## config.mk

```make
export PLATFORM = sky130hd
export DESIGN_NAME = hack_pc_branch
export DESIGN_NICKNAME = d
export VERILOG_FILES = /design/src/rtl/hack_pc_branch.sv
export SDC_FILE = /design/constraint.sdc
export NUM_CORES = 1
export LEC_CHECK = 0
export BUFFER_PORTS_ARGS = -buffer_cell sky130_fd_sc_hd__buf_2
export CAP_MARGIN = 15
export CORE_AREA = 2 2 71 73
export DETAILED_ROUTE_END_ITERATION = 16
export DIE_AREA = 0 0 73 75
export PLACE_DENSITY = 0.82
export SYNTH_ARGS = -nofsm -noshare
export SYNTH_HDL_FRONTEND = slang
export SYNTH_SLANG_ARGS = --single-unit
```

## constraint.sdc

```tcl
create_clock -name clk -period 1.7 [get_ports clk]
set_input_delay 0.17 -clock clk [delete_from_list [all_inputs] [get_ports clk]]
set_output_delay 0.17 -clock clk [all_outputs]
set_load 0.05 [all_outputs]
```

## src/rtl/hack_pc_branch.sv

```systemverilog
// rtl/hack_pc_branch.sv - Hack CPU program counter with branch resolution,
// self-loop halt detection and a saturating taken-branch counter.
module hack_pc_branch #(
   parameter int ADDR_W       = 15,
   parameter int RESET_VECTOR = 0
) (
   input  logic              clk,
   input  logic              rst_n,
   input  logic              soft_rst,
   input  logic              en,
   input  logic              instr_valid,
   input  logic              is_c_instr,
   input  logic [2:0]        jump_bits,
   input  logic              zr,
   input  logic              ng,
   input  logic [ADDR_W-1:0] a_reg,
   output logic [ADDR_W-1:0] pc,
   output logic              taken,
   output logic              halted,
   output logic [15:0]       jump_cnt
);

   typedef enum logic {
      RUN    = 1'b0,
      HALTED = 1'b1
   } state_t;

   localparam logic [ADDR_W-1:0] RST_PC = ADDR_W'(RESET_VECTOR);

   state_t state;
   logic   cond;
   logic   jump;
   logic   self_loop;

   // Flags are taken at face value; the illegal zr&ng combination is not filtered.
   assign cond      = (jump_bits[2] & ng) | (jump_bits[1] & zr) | (jump_bits[0] & ~zr & ~ng);
   assign jump      = instr_valid & is_c_instr & cond;
   assign self_loop = (a_reg == pc);

   always_ff @(posedge clk or negedge rst_n) begin
      if (!rst_n) begin
         state    <= RUN;
         pc       <= RST_PC;
         taken    <= 1'b0;
         halted   <= 1'b0;
         jump_cnt <= 16'd0;
      end else if (soft_rst) begin
         state    <= RUN;
         pc       <= RST_PC;
         taken    <= 1'b0;
         halted   <= 1'b0;
         jump_cnt <= 16'd0;
      end else if (!en) begin
         taken <= 1'b0;
      end else begin
         case (state)
            HALTED: begin
               taken  <= 1'b0;
               halted <= 1'b1;
            end
            default: begin
               if (jump) begin
                  pc    <= a_reg;
                  taken <= 1'b1;
                  if (jump_cnt != 16'hFFFF)
                     jump_cnt <= jump_cnt + 16'd1;
                  // "@END; 0;JMP": jumping onto ourselves parks the core.
                  if (self_loop) begin
                     state  <= HALTED;
                     halted <= 1'b1;
                  end
               end else begin
                  pc    <= pc + {{(ADDR_W-1){1'b0}}, 1'b1};
                  taken <= 1'b0;
               end
            end
         endcase
      end
   end

endmodule

```

==> results_dict.tcl <==
set metrics [dict create \
    vias 2313 \
    async_flop_share 1.000 \
    crit_start "jump_cnt[1]" \
    maxCapViolCount 0 \
    antenna_cells 0 \
    crit_fanout 6 \
    yosys_warnings 0 \
    drt_wl_total_um 6816 \
    cp.required_ps 1880 \
    antenna_left 0 \
    crit_chain "ha_4 > nand4_1 > nor4_4 > buf_6 > nor4_1 > xnor2_1 > nor2_1" \
    grt_pass1_wl_um 9577 \
    drc 0 \
    port_buffers 58 \
    fin_crit_ps 1747 \
    timing.final.crit_share 1.028 \
    violations "negative setup slack" \
    num-fill-cells 359 \
    hold_viol 0 \
    cts_sinks 34 \
    die_h_um 75 \
    antenna_found_initial 0 \
    yosysTopAreaCell "dfrtp_1" \
    grt_pass1_vias 1998 \
    synth.cell_area_um2 2218 \
    status "complete, but fails checks" \
    max_slew_margin 0.7146 \
    area.growth.synth_to_final_pct 37.85 \
    hold_class "input pin to flip-flop" \
    regArea_um2 880.8 \
    drt_iter0_markers 187 \
    r2r_cells 7 \
    syn_inst 243 \
    slowest_stage "dfrtp_2" \
    wire_per_inst_um 17.84 \
    yosysMostFrequentCell "dfrtp_1" \
    pin_count 59 \
    crit_type "flip-flop to flip-flop" \
    clkLatencyLatePin_ps 290 \
    multiInputGateArea_um2 1426 \
    finalMaxSlewViolations 0 \
    clk_pin_slew_ps 70 \
    reg2reg_to "jump_cnt[8]" \
    setup_viol 2 \
    yosys.area.top_type_share 0.3835 \
    worstMarginPinSlew_ps 424.1 \
    groute.usage.overall 0.2262 \
    grt_overflow 0 \
    cts_tree "yes" \
    die_w_um 73 \
    startpoint_type "flip-flop" \
    power.leakage_uw 0.001363 \
    min-delay-start "a_reg[1]" \
    rrSetupSlack_ps -50 \
    fin_ws_ps -47.18 \
    initial_core_util 0.4760 \
    hold-path-cell-count 3 \
    final_cells 382 \
    core.rowCount 25 \
    dpl.cell_count 363 \
    synth_area_leaders "dfrtp_1 (38%), xnor2_1 (7.1%), nor2_1 (4.7%)" \
    synth_nets 271 \
    fin_util 0.6561 \
    place_area_um2 2751 \
    clockBufferDepth 2 \
    synth_common_cells "dfrtp_1 (34), nor2_1 (28), nand2_1 (18), xnor2_1 (18), o21ai_0 (14)" \
    max_stage_delay_ps 440 \
    fin_skew_ps 6.191 \
    ys_seq_area_frac 0.3835 \
    gp_congestion 0.9231 \
    ys_ff_latch 34 \
    yosys_most_used_dff "dfrtp_1" \
    syn_area_per_cell_um2 9.129 \
    dpl.hpwl_um 4302 \
    grt_max_degree 34 \
    power.density_nw_per_um2 584.0 \
    peakVddDrop_mv 0.4340 \
    synth_cell_types 51 \
    die_area_um2 5475 \
    critPathArrivalTime_ps 1920 \
    holdPathEnd "pc[1]" \
    regToRegStartpoint "jump_cnt[1]" \
    cp-end-kind "flip-flop" \
    rsz0062_at_grt "true" \
    dr.pass1.iters 5 \
    crit_family "simple AND/OR/NAND/NOR gates" \
    core_um2 4661 \
    synth_edf_count 0 \
    root_buffer "clkbuf_8" \
    fmax_mhz 572.4 \
    via_per_inst 6.055 \
    h-tree-depth 2 \
    crit_buf_inv 1 \
    stdcell_area_um2 3058 \
    drive_above_1_share 0.4512 \
    nets 355 \
    numCtsBuffers 5 \
    fin_hold_ws_ps 152.2 \
    dpl_worst_slack_ps 7.544 \
]
metal layers:
metal | track usage | wire length (µm) | part of all wire | vias to the layer above
met3 | 0.03882 | 447 | 0.066 | 12
met4 | 0.09053 | 123 | 0.018 | 0
met2 | 0.3423 | 3233 | 0.47 | 110
met1 | 0.3226 | 3012 | 0.44 | 1129
met5 | 0 | 0 | 0 | -
li1 | - | - | - | 1062
state kept, by name, indices dropped and copies added, names as in the netlist:
| register | flops |
|---|---|
| state | 1 |
| pc | 15 |
| halted | 1 |
| taken | 1 |
| jump_cnt | 16 |
per-stage QoR:
step | total power [µW] | setup TNS (ps)
global placement | 1141 | 0
global route | 1854 | -1124
detailed placement | 1146 | 0
finish | 1786 | -69.74
floorplan | 1026 | -760.4
CTS | 1771 | 0
cells in the final DEF (no fill, tap or decap), drive strengths merged, types with 2 or more instances in the layout:
cell / n
nor3: 9
a21oi: 11
and4: 3
buf: 89
clkbuf: 7
nor2: 28
a211oi: 3
nand3: 12
nand2: 18
inv: 6
and2b: 2
nor3b: 3
o211ai: 2
and3: 2
o32ai: 3
a31oi: 2
a22o: 3
a32o: 5
ha: 2
o21ai: 15
o31ai: 3
xor2: 10
nor2b: 2
nand4: 9
dfrtp: 34
nor4: 12
xnor2: 18
report_power, final:
group	switching [µW]	internal, µW	total, µW
combinational	191	107	298
clock	312	327	639
sequential	24.8	824	849
total	528	1260	1790
cell type report:
cell class              count  share of cell area
multi-input cells         190              0.4664
flip-flops and latches     34              0.2881
repair buffers             90              0.1862
clock buffers               7             0.02823
well taps                  54             0.02209
inverters                   6            0.007365
clock inverters             1            0.001637
worst max-delay path by stage:
| stage | slack [ps] | to | cells after the start |
|---|---|---|---|
| final | -50 | jump_cnt[8] | 7 |
| after global routing | -110 | jump_cnt[8] | 7 |
| after CTS | 7 | jump_cnt[7] | 6 |
| after detailed placement | 8 | jump_cnt[6] | 6 |
| after global placement | 50 | jump_cnt[7] | 6 |
| after floorplan | -150 | jump_cnt[14] | 6 |
cell families (layout without fill, tap and decap cells):
group                      count (synthesis)  after routing  synth area share
and+or+nand+nor                          104            104            0.2673
AOI/OAI and AO/OA                         54             54            0.1760
DFF                                       34             34            0.3835
xor gates and xnor gates                  28             28            0.1105
buffers and inverters                     19            104           0.04173
adders and majority gates                  2              2           0.01128
muxes                                      2              2          0.009588
worst register-to-register path: cells and delay by family, from the launching register on:
family	cells	cell delay (ps)
DFF	1	440
buffers and inverters	1	150
adders and majority gates	1	180
xor gates and xnor gates	1	170
and+or+nand+nor	4	700
timing repair:
| item | in CTS | in global routing |
|---|---|---|
| resized for setup | 1 | 25 |
| cloned | 0 | 1 |
| hold endpoints to repair | 15 | 0 |
| pin swaps | 0 | 11 |
| setup buffers | 0 | 9 |
| hold buffers | 1 | 0 |
| setup endpoints to repair | 1 | 10 |
Note: power is estimated with default switching activity, not from simulation.
